### src/rtl/cmd_frame_builder_if.sv
// cmd_frame_builder_if
//   Bundles the command request side and the serializer side of the SD
//   command frame builder.
//   master : command source / serializer model (drives requests, iComplete)
//   slave  : cmd_frame_builder
//   Signals:
//     iEnable    global advance enable
//     iStrobe    command request
//     iIndex     6-bit command index
//     iArgument  32-bit command argument
//     iComplete  serializer finished shifting the frame
//     oParallel  48-bit assembled frame
//     oLoad_send one-cycle load strobe for the serializer
//     oBusy      builder not idle
//     oDone      one-cycle pulse on successful transmission
//     oError     one-cycle pulse on transmit timeout
interface cmd_frame_builder_if;
  logic        iEnable;
  logic        iStrobe;
  logic [5:0]  iIndex;
  logic [31:0] iArgument;
  logic        iComplete;
  logic [47:0] oParallel;
  logic        oLoad_send;
  logic        oBusy;
  logic        oDone;
  logic        oError;

  modport master (
    output iEnable, iStrobe, iIndex, iArgument, iComplete,
    input  oParallel, oLoad_send, oBusy, oDone, oError
  );

  modport slave (
    input  iEnable, iStrobe, iIndex, iArgument, iComplete,
    output oParallel, oLoad_send, oBusy, oDone, oError
  );
endinterface

### src/rtl/cmd_frame_builder.sv
// cmd_frame_builder
//   Builds a 48-bit SD command frame {0,1,index,argument,crc7,1}, computing
//   CRC7 (x^7+x^3+1) one bit per enabled clock, hands the frame to the
//   serializer with a one-cycle load strobe and waits for its completion
//   or a timeout.
//   Ports:
//     iClock_SD  SD clock, all state on rising edge
//     iReset     asynchronous active-high reset
//     bus        cmd_frame_builder_if.slave (request, frame and status)
//   Parameter:
//     TX_TIMEOUT clocks allowed in WAIT_TX before aborting (1..255)
module cmd_frame_builder #(
  parameter int unsigned TX_TIMEOUT = 100
) (
  input  logic                 iClock_SD,
  input  logic                 iReset,
  cmd_frame_builder_if.slave   bus
);

  localparam logic [2:0] ST_IDLE     = 3'd0;
  localparam logic [2:0] ST_CRC_CALC = 3'd1;
  localparam logic [2:0] ST_LOAD     = 3'd2;
  localparam logic [2:0] ST_WAIT_TX  = 3'd3;
  localparam logic [2:0] ST_DONE     = 3'd4;

  // Counter value on the clock that makes the count reach TX_TIMEOUT.
  localparam logic [7:0] TOUT_LAST = 8'(TX_TIMEOUT - 1);

  // One CRC7 step for a single message bit, MSB first.
  function automatic logic [6:0] crc7_step(input logic [6:0] crc, input logic bit_in);
    logic fb;
    fb = crc[6] ^ bit_in;
    return {crc[5:0], 1'b0} ^ (fb ? 7'h09 : 7'h00);
  endfunction

  logic [2:0]  state_r,    state_s;
  logic [39:0] shift_r,    shift_s;
  logic [6:0]  crc_r,      crc_s;
  logic [5:0]  bit_cnt_r,  bit_cnt_s;
  logic [7:0]  tout_r,     tout_s;
  logic [47:0] parallel_r, parallel_s;
  logic        load_r,     load_s;
  logic        busy_r,     busy_s;
  logic        done_r,     done_s;
  logic        error_r,    error_s;

  // Next-state and next-output logic; nothing advances while iEnable is low.
  always_comb begin
    state_s    = state_r;
    shift_s    = shift_r;
    crc_s      = crc_r;
    bit_cnt_s  = bit_cnt_r;
    tout_s     = tout_r;
    parallel_s = parallel_r;
    load_s     = 1'b0;
    done_s     = 1'b0;
    error_s    = 1'b0;
    if (bus.iEnable) begin
      case (state_r)
        ST_IDLE: begin
          if (bus.iStrobe) begin
            shift_s   = {1'b0, 1'b1, bus.iIndex, bus.iArgument};
            crc_s     = 7'h00;
            bit_cnt_s = 6'd0;
            state_s   = ST_CRC_CALC;
          end else begin
            state_s   = ST_IDLE;
          end
        end
        ST_CRC_CALC: begin
          // Rotate rather than shift so the payload is intact after 40 bits.
          crc_s   = crc7_step(crc_r, shift_r[39]);
          shift_s = {shift_r[38:0], shift_r[39]};
          if (bit_cnt_r == 6'd39) begin
            state_s = ST_LOAD;
          end else begin
            bit_cnt_s = bit_cnt_r + 6'd1;
          end
        end
        ST_LOAD: begin
          parallel_s = {shift_r, crc_r, 1'b1};
          load_s     = 1'b1;
          tout_s     = 8'd0;
          state_s    = ST_WAIT_TX;
        end
        ST_WAIT_TX: begin
          // Completion has priority over a timeout on the same clock.
          if (bus.iComplete) begin
            state_s = ST_DONE;
          end else if (tout_r == TOUT_LAST) begin
            tout_s  = tout_r + 8'd1;
            error_s = 1'b1;
            state_s = ST_IDLE;
          end else begin
            tout_s  = tout_r + 8'd1;
          end
        end
        ST_DONE: begin
          done_s  = 1'b1;
          state_s = ST_IDLE;
        end
        default: begin
          state_s = ST_IDLE;
        end
      endcase
    end else begin
      state_s = state_r;
    end
    busy_s = (state_s != ST_IDLE);
  end

  // State and registered outputs with asynchronous reset.
  always_ff @(posedge iClock_SD or posedge iReset) begin
    if (iReset) begin
      state_r    <= ST_IDLE;
      shift_r    <= 40'h0;
      crc_r      <= 7'h00;
      bit_cnt_r  <= 6'd0;
      tout_r     <= 8'd0;
      parallel_r <= 48'h0;
      load_r     <= 1'b0;
      busy_r     <= 1'b0;
      done_r     <= 1'b0;
      error_r    <= 1'b0;
    end else begin
      state_r    <= state_s;
      shift_r    <= shift_s;
      crc_r      <= crc_s;
      bit_cnt_r  <= bit_cnt_s;
      tout_r     <= tout_s;
      parallel_r <= parallel_s;
      load_r     <= load_s;
      busy_r     <= busy_s;
      done_r     <= done_s;
      error_r    <= error_s;
    end
  end

  assign bus.oParallel  = parallel_r;
  assign bus.oLoad_send = load_r;
  assign bus.oBusy      = busy_r;
  assign bus.oDone      = done_r;
  assign bus.oError     = error_r;

endmodule

### src/flat_wrapper.sv
// flat-port wrapper written by rule: the top's interface ports become plain ports
module cmd_frame_builder_flat 
#(
  parameter int unsigned TX_TIMEOUT = 100
)
  (iClock_SD, iReset, bus_iEnable, bus_iStrobe, bus_iIndex, bus_iArgument, bus_iComplete, bus_oParallel, bus_oLoad_send, bus_oBusy, bus_oDone, bus_oError);
  cmd_frame_builder_if bus_i ();
  input  logic iClock_SD;
  input  logic iReset;
  input wire logic [$bits(bus_i.iEnable)-1:0] bus_iEnable;
  input wire logic [$bits(bus_i.iStrobe)-1:0] bus_iStrobe;
  input wire logic [$bits(bus_i.iIndex)-1:0] bus_iIndex;
  input wire logic [$bits(bus_i.iArgument)-1:0] bus_iArgument;
  input wire logic [$bits(bus_i.iComplete)-1:0] bus_iComplete;
  output wire logic [$bits(bus_i.oParallel)-1:0] bus_oParallel;
  output wire logic [$bits(bus_i.oLoad_send)-1:0] bus_oLoad_send;
  output wire logic [$bits(bus_i.oBusy)-1:0] bus_oBusy;
  output wire logic [$bits(bus_i.oDone)-1:0] bus_oDone;
  output wire logic [$bits(bus_i.oError)-1:0] bus_oError;
  assign bus_i.iEnable = bus_iEnable;
  assign bus_i.iStrobe = bus_iStrobe;
  assign bus_i.iIndex = bus_iIndex;
  assign bus_i.iArgument = bus_iArgument;
  assign bus_i.iComplete = bus_iComplete;
  assign bus_oParallel = bus_i.oParallel;
  assign bus_oLoad_send = bus_i.oLoad_send;
  assign bus_oBusy = bus_i.oBusy;
  assign bus_oDone = bus_i.oDone;
  assign bus_oError = bus_i.oError;
  cmd_frame_builder #(.TX_TIMEOUT(TX_TIMEOUT)) u_core (.iClock_SD(iClock_SD), .iReset(iReset), .bus(bus_i));
endmodule
### config.mk
export PLATFORM = sky130hd
export DESIGN_NAME = cmd_frame_builder_flat
export DESIGN_NICKNAME = d
export VERILOG_FILES = /design/src/rtl/cmd_frame_builder_if.sv /design/src/rtl/cmd_frame_builder.sv /design/src/flat_wrapper.sv
export SDC_FILE = /design/constraint.sdc
export NUM_CORES = 1
export LEC_CHECK = 0
export CORE_MARGIN = 5
export CORE_UTILIZATION = 52
export DETAILED_ROUTE_END_ITERATION = 10
export PLACE_DENSITY = 0.9
export SYNTH_ARGS = -nofsm -noshare
export SYNTH_HDL_FRONTEND = slang
export SYNTH_SLANG_ARGS = --single-unit
### constraint.sdc
create_clock -name iClock_SD -period 4.8 [get_ports iClock_SD]
set_input_delay 1.44 -clock iClock_SD [delete_from_list [all_inputs] [get_ports iClock_SD]]
set_output_delay 1.44 -clock iClock_SD [all_outputs]
set_load 0.02 [all_outputs]
==> flow_metrics.tcl, run 1 <==
set metrics [dict create \
    first_pass_iters 5 \
    drv_cap 0 \
    final_area_sq_um 6530 \
    num_rows 35 \
    ys_seq_area_share_pct 59.4 \
    clkTransAtPathRegs_ns 0.06 \
    cts_buffers 17 \
    pwr_density_cell_nw_per_um2 688 \
    max_freq_ghz 0.297 \
    placed_area_sq_um 5930 \
    area_growth_pct 33.5 \
    ant_nets 0 \
    wire_per_inst_um 17.7 \
    track_usage_pct 20.3 \
    port_buffers 94 \
    synth_edf_count 0 \
    finalCritPeriodShare_pct 70.0 \
    r2r_start "u_core.state_r[1]" \
    drcViolationCount 0 \
    syn-num-nets 445 \
    cts.sinks 116 \
    fin_setup_tns_ns 0 \
    cts_hold_buf 0 \
    ys_ff_latch 116 \
    avgSynthCellArea_sq_um 12.2 \
    slew_headroom_pct 47.8 \
    h-tree-depth 4 \
    wl_um 11000 \
    drive_above_1_share_pct 17.7 \
    rsz0062_at_grt "false" \
    finalPower_mw 4.49 \
    die_w_um 107 \
    layout_commonest_cell "dfrtp_1" \
    via_per_inst 5.61 \
    final_cells 619 \
    ir_drop_mv 0.343 \
    intPower_mw 2.99 \
    cp-end-kind "flop" \
    initial_utilization_pct 53.2 \
    dp_hpwl_um 7100 \
    fin_nets 541 \
    async_flop_share_pct 100 \
    period_minus_slack_ns 3.36 \
    cts_tree "built" \
    synth_top_flop_cell "dfrtp_1" \
    cts_resized 0 \
    worstPathMaxFanout 86 \
    grt_first_pass_wirelength_um 18400 \
    antenna_found_initial 0 \
    insertion_delay_ns 0.50 \
    dpl.cell_count 588 \
    final_util_pct 71.0 \
    diodes 0 \
    place_congestion 0.874 \
    hold_slack_ns 0.480 \
    clk_path_buf_depth 2 \
    final_cell_mix "116 x dfrtp_1, 94 x clkdlybuf4s50_1, 52 x nand2_1" \
    pwr-share-comb_pct 34.3 \
    final_hold_viol_count 0 \
    worstPathRequired_ns 5.22 \
    power.net_switching_mw 1.50 \
    finalSetupViolCount 0 \
    first_iter_violations 253 \
    slowest_delay_ns 0.64 \
    critPathKind "in2reg" \
    synth_warnings 0 \
    min-delay-start "u_core.bus.oParallel[0]" \
    seqPwrFrac_pct 37.6 \
    status "completed" \
    switching_share_pct 33.3 \
    vias 3474 \
    slowest_stage "clkdlybuf4s50_1" \
    arrival_ns 3.79 \
    first_global_vias 3742 \
    syn_area_sq_um 4890 \
    cts_setup_buffers 0 \
    grt.overflow.total 0 \
    setup_slack_ns 1.44 \
    ios 95 \
    fp.dieH_um 107 \
    core_area_sq_um 9200 \
    clock_power_share_pct 28.2 \
    start_kind "input port" \
    startpoint "bus_iEnable" \
    synth_cells 400 \
    ys_types 44 \
    fill_cells 628 \
    p_leak_nw 2.87 \
    path_cells "clkdlybuf4s50_1, or3b_4, or2_4, or4_1, a21oi_1" \
    pre_cts_ws_ns 0.941 \
    final.setup_skew_ns 0.00852 \
    dieArea_sq_um 11400 \
    worstMarginPinSlew_ns 0.782 \
    hold_path.class "reg2reg" \
    grt_max_degree 87 \
    slew_violations 0 \
    root_buffer "clkbuf_8" \
]
-- cells in the mapped netlist (3+ instances only) --
library cell / instances / area share, %
xor2_1: 4 / 0.72
nand2_1: 52 / 4.0
a21oi_1: 4 / 0.41
dfrtp_1: 116 / 59
or4_1: 3 / 0.46
mux2_2: 47 / 11
buf_2: 11 / 1.1
xnor2_1: 4 / 0.72
mux2i_1: 38 / 7.8
nor4_1: 3 / 0.38
a22o_1: 8 / 1.4
inv_1: 4 / 0.31
nand3_1: 5 / 0.51
nor3_1: 3 / 0.31
clkbuf_1: 10 / 0.77
nor3b_1: 3 / 0.46
o21ai_0: 44 / 4.5
nor2_1: 8 / 0.61
-- final timing paths --
check / endpoint / slack [ns] / depth (start not counted)
max: u_core.bit_cnt_r[3] / 1.44 / 5
min: u_core.bus.oParallel[0] / 0.48 / 1
max reg2reg: u_core.bit_cnt_r[3] / 2.48 / 4
min reg2reg: u_core.bus.oParallel[0] / 0.48 / 1
max in group asynchronous: u_core.bus.oParallel[33] / 2.51 / 3
min in group asynchronous: u_core.shift_r[24] / 1.42 / 2
-- sequential cells by signal (all words and copies together), names as in the netlist --
| name | flops |
|---|---|
| u_core.bit_cnt_r | 6 |
| u_core.bus.oBusy | 1 |
| u_core.bus.oDone | 1 |
| u_core.bus.oError | 1 |
| u_core.bus.oLoad_send | 1 |
| u_core.bus.oParallel | 48 |
| u_core.crc_r | 7 |
| u_core.shift_r | 40 |
| u_core.state_r | 3 |
| u_core.tout_r | 8 |
-- area by class of cell --
type / count / area, sq um / share of cell area (%)
Clock buffer: 22 / 473 / 7.25
Timing Repair Buffer: 100 / 998 / 15.3
Inverter: 4 / 17.5 / 0.268
Sequential cell: 116 / 2900 / 44.5
Multi-Input combinational cell: 257 / 1870 / 28.6
Tap cell: 111 / 139 / 2.13
Clock inverter: 9 / 126 / 1.94
-- cell families (layout without fill, tap and decap cells) --
group	count (synthesis)	count (layout)	synth area share (%)
multiplexers	85	85	18.6
XOR/XNOR	8	8	1.43
flip-flops	116	116	59.4
AO/OA/AOI/OAI	67	67	8.09
adder cells (fa/ha/maj)	2	2	0.512
buffers and inverters	27	135	2.59
AND/OR/NAND/NOR	95	95	9.39
-- power groups by stage --
| stage | Clock, mW | Combinational, mW | Sequential, mW |
|---|---|---|---|
| global placement | 0 | 1.48 | 1.66 |
| CTS | 1.28 | 1.56 | 1.68 |
| detailed placement | 0 | 1.54 | 1.69 |
| finish | 1.26 | 1.54 | 1.69 |
| global route | 1.32 | 1.67 | 1.74 |
| floorplan | 0 | 0.798 | 1.80 |
-- metal layers --
metal | track usage, % | wire length [um] | vias to the layer above
li1 | - | - | 1609
met1 | 25.6 | 4610 | 1701
met2 | 33.6 | 5550 | 137
met3 | 5.42 | 593 | 27
met4 | 7.67 | 214 | 0
met5 | 0 | 0 | -
-- worst max-delay path: cells and delay by family --
family	cells	cell delay, ns
compound gates	1	0.14
simple gates	3	1.55
buf+inv	1	0.64
Note: power is estimated with default switching activity, not from simulation.
==> inputs of run 2 (changes only) <==
==> constraint.sdc (replaced) <==
create_clock -name iClock_SD -period 3.4 [get_ports iClock_SD]
set_input_delay 1.02 -clock iClock_SD [delete_from_list [all_inputs] [get_ports iClock_SD]]
set_output_delay 1.02 -clock iClock_SD [all_outputs]
set_load 0.02 [all_outputs]
==> run 2 against run 1 <==
Clock power grew 36%. Sequential cell count is the same. Global-route usage shrank 0.43 points. Wire length shrank 3.6%. Die area is the same. Largest cell class unchanged.
==> flow_metrics.tcl, run 2 (synthesized netlist as in run 1, its figures left out) <==
set metrics [dict create \
    status "completed" \
    switching_share_pct 34.2 \
    final_hold_viol_count 0 \
    largest_register_ffs 48 \
    layout_commonest_cell "dfrtp_1" \
    track_usage_pct 19.9 \
    drcViolationCount 0 \
    place_congestion 0.928 \
    start_kind "flop" \
    pre_cts_ws_ns 0.377 \
    slew_headroom_pct 59.8 \
    rsz0062_at_grt "false" \
    finalPower_mw 6.27 \
    fp.dieH_um 107 \
    path_cells "clkdlybuf4s50_1" \
    cts_setup_buffers 0 \
    via_per_inst 5.53 \
    finalCritPeriodShare_pct 74.6 \
    worstPathRequired_ns 2.38 \
    arrival_ns 1.52 \
    critPathTopFamily "buffers and inverters" \
    area_growth_pct 34.0 \
    critPathKind "reg2out" \
    fill_cells 625 \
    fin_setup_tns_ns 0 \
    first_iter_violations 182 \
    seqPwrFrac_pct 37.9 \
    h-tree-depth 4 \
    port_buffers 94 \
    cts_resized 0 \
    first_global_vias 3582 \
    setup_slack_ns 0.864 \
    vias 3437 \
    intPower_mw 4.13 \
    num_rows 35 \
    dieArea_sq_um 11400 \
    first_pass_iters 4 \
    power.net_switching_mw 2.15 \
    die_w_um 107 \
    grt_first_pass_wirelength_um 17900 \
    cts.sinks 116 \
    worstPathMaxFanout 2 \
    p_leak_nw 2.85 \
    dp_hpwl_um 7040 \
    grt_max_degree 117 \
    slew_violations 0 \
    final_cell_mix "116 x dfrtp_1, 94 x clkdlybuf4s50_1, 52 x nand2_1" \
    crit_buf_inv 1 \
    pwr_density_cell_nw_per_um2 958 \
    clkTransAtPathRegs_ns 0.06 \
    clk_path_buf_depth 2 \
    period_minus_slack_ns 2.54 \
    finalSetupViolCount 0 \
    pwr-share-comb_pct 34.8 \
    cts_buffers 17 \
    final.setup_skew_ns 0.0120 \
    drive_above_1_share_pct 18.4 \
    clock_power_share_pct 27.3 \
    ios 95 \
    core_area_sq_um 9200 \
    slowest_delay_ns 0.64 \
    cts_tree "built" \
    ir_drop_mv 0.497 \
    wl_um 10600 \
    root_buffer "clkbuf_8" \
    slowest_stage "clkdlybuf4s50_1" \
    cts_hold_buf 0 \
    diodes 0 \
    ant_nets 0 \
    insertion_delay_ns 0.51 \
    drv_cap 0 \
    fin_nets 543 \
    worstMarginPinSlew_ns 0.603 \
    grt.overflow.total 0 \
    max_freq_ghz 0.394 \
    wire_per_inst_um 17.0 \
    cp-end-kind "output port" \
    initial_utilization_pct 53.2 \
    antenna_found_initial 0 \
    hold_path.class "reg2reg" \
]
[run 2: changes by cell type in the layout (fill, tap and decap cells not counted)]
cell	previous run	this run
inv_6	0	2
buf_12	1	3
clkbuf_8	5	2
clkbuf_1	1	0
inv_4	1	0
bufinv_16	3	2
clkinv_2	4	0
clkinv_4	1	2
clkinvlp_4	1	9
[run 2: final timing paths]
kind	startpoint	slack [ns]	endpoint	cells after the start
max	u_core.bus.oParallel[47]	0.86	bus_oParallel[47]	1
min	u_core.bus.oParallel[0]	0.49	u_core.bus.oParallel[0]	1
max reg2reg	u_core.state_r[1]	1.34	u_core.bit_cnt_r[3]	4
min reg2reg	u_core.bus.oParallel[0]	0.49	u_core.bus.oParallel[0]	1
max in group asynchronous	iReset	1.91	u_core.bus.oParallel[12]	3
min in group asynchronous	iReset	1.02	u_core.shift_r[31]	3
[run 2: power by group through the flow]
stage | sequential (mW) | combinational (mW) | clock [mW]
2_1_floorplan | 2.54 | 1.13 | 0
3_3_place_gp | 2.34 | 2.13 | 0
3_5_place_dp | 2.38 | 2.20 | 0
4_1_cts | 2.37 | 2.22 | 1.73
5_1_grt | 2.45 | 2.37 | 1.80
6_report | 2.38 | 2.19 | 1.71
[run 2: through the flow]
stage | std cells | util [%] | hold slack [ns] | instance area [sq um]
2_1_floorplan | 400 | - | 0.466 | 4890
3_5_place_dp | 590 | 64.9 | 0.474 | 5970
4_1_cts | 622 | 71.2 | 0.488 | 6550
6_report | 622 | 71.2 | 0.487 | 6550
5_1_grt | 622 | 71.2 | 0.512 | 6550
3_3_place_gp | 590 | 64.9 | 0.452 | 5970
[run 2: cell type report]
cell class,instances,area [sq um],area share (%)
clock buffer,18,428,6.53
clock inverter,14,155,2.37
inverter,4,18.8,0.286
multi-input combinational,257,1870,28.5
sequential,116,2900,44.3
tap,111,139,2.12
timing repair buffer,102,1040,15.9
[run 2: metal layers]
metal | part of all wire (%) | vias up | GRT usage (%) | routed length (um)
met1 | 43 | 1718 | 26.4 | 4570
met2 | 51 | 96 | 31.9 | 5420
met3 | 4.8 | 8 | 4.88 | 507
met5 | 0 | - | 0 | 0
li1 | - | 1615 | - | -
met4 | 0.72 | 0 | 7.12 | 76
==> inputs of run 3 (changes only) <==
==> constraint.sdc (replaced) <==
create_clock -name iClock_SD -period 2.6 [get_ports iClock_SD]
set_input_delay 0.78 -clock iClock_SD [delete_from_list [all_inputs] [get_ports iClock_SD]]
set_output_delay 0.78 -clock iClock_SD [all_outputs]
set_load 0.02 [all_outputs]
==> run 3 against run 2 <==
Via count is 1.1% higher. Sequential cell count did not move. Largest cell class unchanged. Sequential power up 30%.
==> flow_metrics.tcl, run 3 (synthesized netlist as in run 1, its figures left out) <==
set metrics [dict create \
    period_minus_slack_ns 2.27 \
    core_area_sq_um 9200 \
    grt_max_degree 117 \
    cts_setup_buffers 0 \
    final.setup_skew_ns 0.00910 \
    crit_buf_inv 1 \
    cts_tree "built" \
    seq_area_sq_um 2900 \
    first_global_vias 3690 \
    regToRegSetupSlack_ns 0.63 \
    final_cell_mix "116 x dfrtp_1, 94 x clkdlybuf4s50_1, 52 x nand2_1" \
    dieArea_sq_um 11400 \
    hold_path_depth 1 \
    ant_nets 0 \
    fp.dieH_um 107 \
    placed_area_sq_um 6060 \
    via_per_inst 5.53 \
    clkTransAtPathRegs_ns 0.06 \
    die_w_um 107 \
    final_hold_viol_count 0 \
    diodes 0 \
    largest_register_ffs 48 \
    status "completed" \
    max_freq_ghz 0.441 \
    cts_resized 0 \
    port_buffers 94 \
    root_buffer "clkbuf_8" \
    num_rows 35 \
    track_usage_pct 20.3 \
    finalCritPeriodShare_pct 87.2 \
    setup_slack_ns 0.332 \
    slew_headroom_pct 58.0 \
    path_cells "clkdlybuf4s50_1" \
    worstPathRequired_ns 1.82 \
    pwr_density_cell_nw_per_um2 1250 \
    dpl.cell_count 599 \
    final_area_sq_um 6640 \
    p_leak_nw 2.92 \
    antenna_found_initial 0 \
    dp_hpwl_um 7180 \
    initial_utilization_pct 53.2 \
    rsz0062_at_grt "false" \
    r2r_start "u_core.tout_r[0]" \
    final_cells 629 \
    ios 95 \
    grt_first_pass_wirelength_um 18200 \
    first_pass_iters 4 \
    grt.overflow.total 0 \
    min-delay-start "u_core.bus.oParallel[0]" \
    wire_per_inst_um 17.3 \
    h-tree-depth 4 \
    critPathTopFamily "buffers and inverters" \
    fin_nets 552 \
    start_kind "flop" \
    topRoutingLayerUsed "met4" \
    wl_met1_um 4580 \
    met2_wirelength_um 5440 \
    cts.sinks 116 \
    multi_input_area_sq_um 1870 \
    layout_commonest_cell "dfrtp_1" \
    hold_path.class "reg2reg" \
    worstPathMaxFanout 2 \
    first_iter_violations 205 \
    area_growth_pct 35.8 \
    critPathKind "reg2out" \
    arrival_ns 1.49 \
    wl_um 10900 \
    r2r-end "u_core.bus.oBusy" \
    cts_hold_buf 0 \
    drive_above_1_share_pct 19.3 \
    slew_violations 0 \
    route.met3.wl_um 696 \
    worstMarginPinSlew_ns 0.630 \
    cp-end-kind "output port" \
    drcViolationCount 0 \
    clk_path_buf_depth 2 \
    place_congestion 0.837 \
    vias 3476 \
    pre_cts_ws_ns -0.0259 \
    drv_cap 0 \
    fill_cells 611 \
    hold_end "u_core.bus.oParallel[0]" \
    slowest_stage "clkdlybuf4s50_1" \
    finalSetupViolCount 0 \
    cts_buffers 17 \
    slowest_delay_ns 0.63 \
    ir_drop_mv 0.732 \
    insertion_delay_ns 0.50 \
    reg2regPathDepth 5 \
]
## run 3: worst register-to-register path, stage by stage, from the launching register on
cell and delay (ns):
dfrtp_1 0.39, ha_1 0.21, or3b_2 0.45, nor4_1 0.32, nor3b_1 0.32, a31oi_1 0.13
## run 3: where the power goes
part | total (mW) | switching [mW] | internal [mW] | leakage [nW]
Combinational | 2.96 | 1.43 | 1.54 | 1.16
Sequential | 3.09 | 0.561 | 2.53 | 1.49
Clock | 2.27 | 0.776 | 1.49 | 0.278
## run 3: through the flow
step	setup TNS, ns	total power, mW	util [%]	hold WS [ns]
2_1_floorplan	0	4.80	-	0.466
3_3_place_gp	-0.0210	5.92	65.9	0.454
4_1_cts	0	8.40	72.2	0.480
3_5_place_dp	-0.0259	6.07	65.9	0.454
5_1_grt	0	8.79	72.2	0.494
6_report	0	8.32	72.2	0.484
## run 3: how the worst max path moves through the flow
| stage | from | end | depth (start not counted) |
|---|---|---|---|
| after floorplan | bus_iEnable | u_core.crc_r[0] | 6 |
| after global placement | bus_iEnable | u_core.bit_cnt_r[3] | 5 |
| after detailed placement | bus_iEnable | u_core.bit_cnt_r[3] | 5 |
| after CTS | u_core.bus.oParallel[46] | bus_oParallel[46] | 1 |
| after global routing | u_core.bus.oParallel[9] | bus_oParallel[9] | 1 |
| final | u_core.bus.oParallel[9] | bus_oParallel[9] | 1 |
## run 3: layout make-up
type,instances,area share (%)
Tap cell,111,2.09
Multi-Input combinational cell,257,28.2
Inverter,4,0.283
Clock inverter,10,2.00
Sequential cell,116,43.7
Timing Repair Buffer,111,17.0
Clock buffer,20,6.71
## run 3: layer usage
metal,global-route usage (%),vias up
li1,-,1630
met2,32.6,127
met5,0,-
met1,25.7,1701
met4,6.58,0
met3,7.34,18
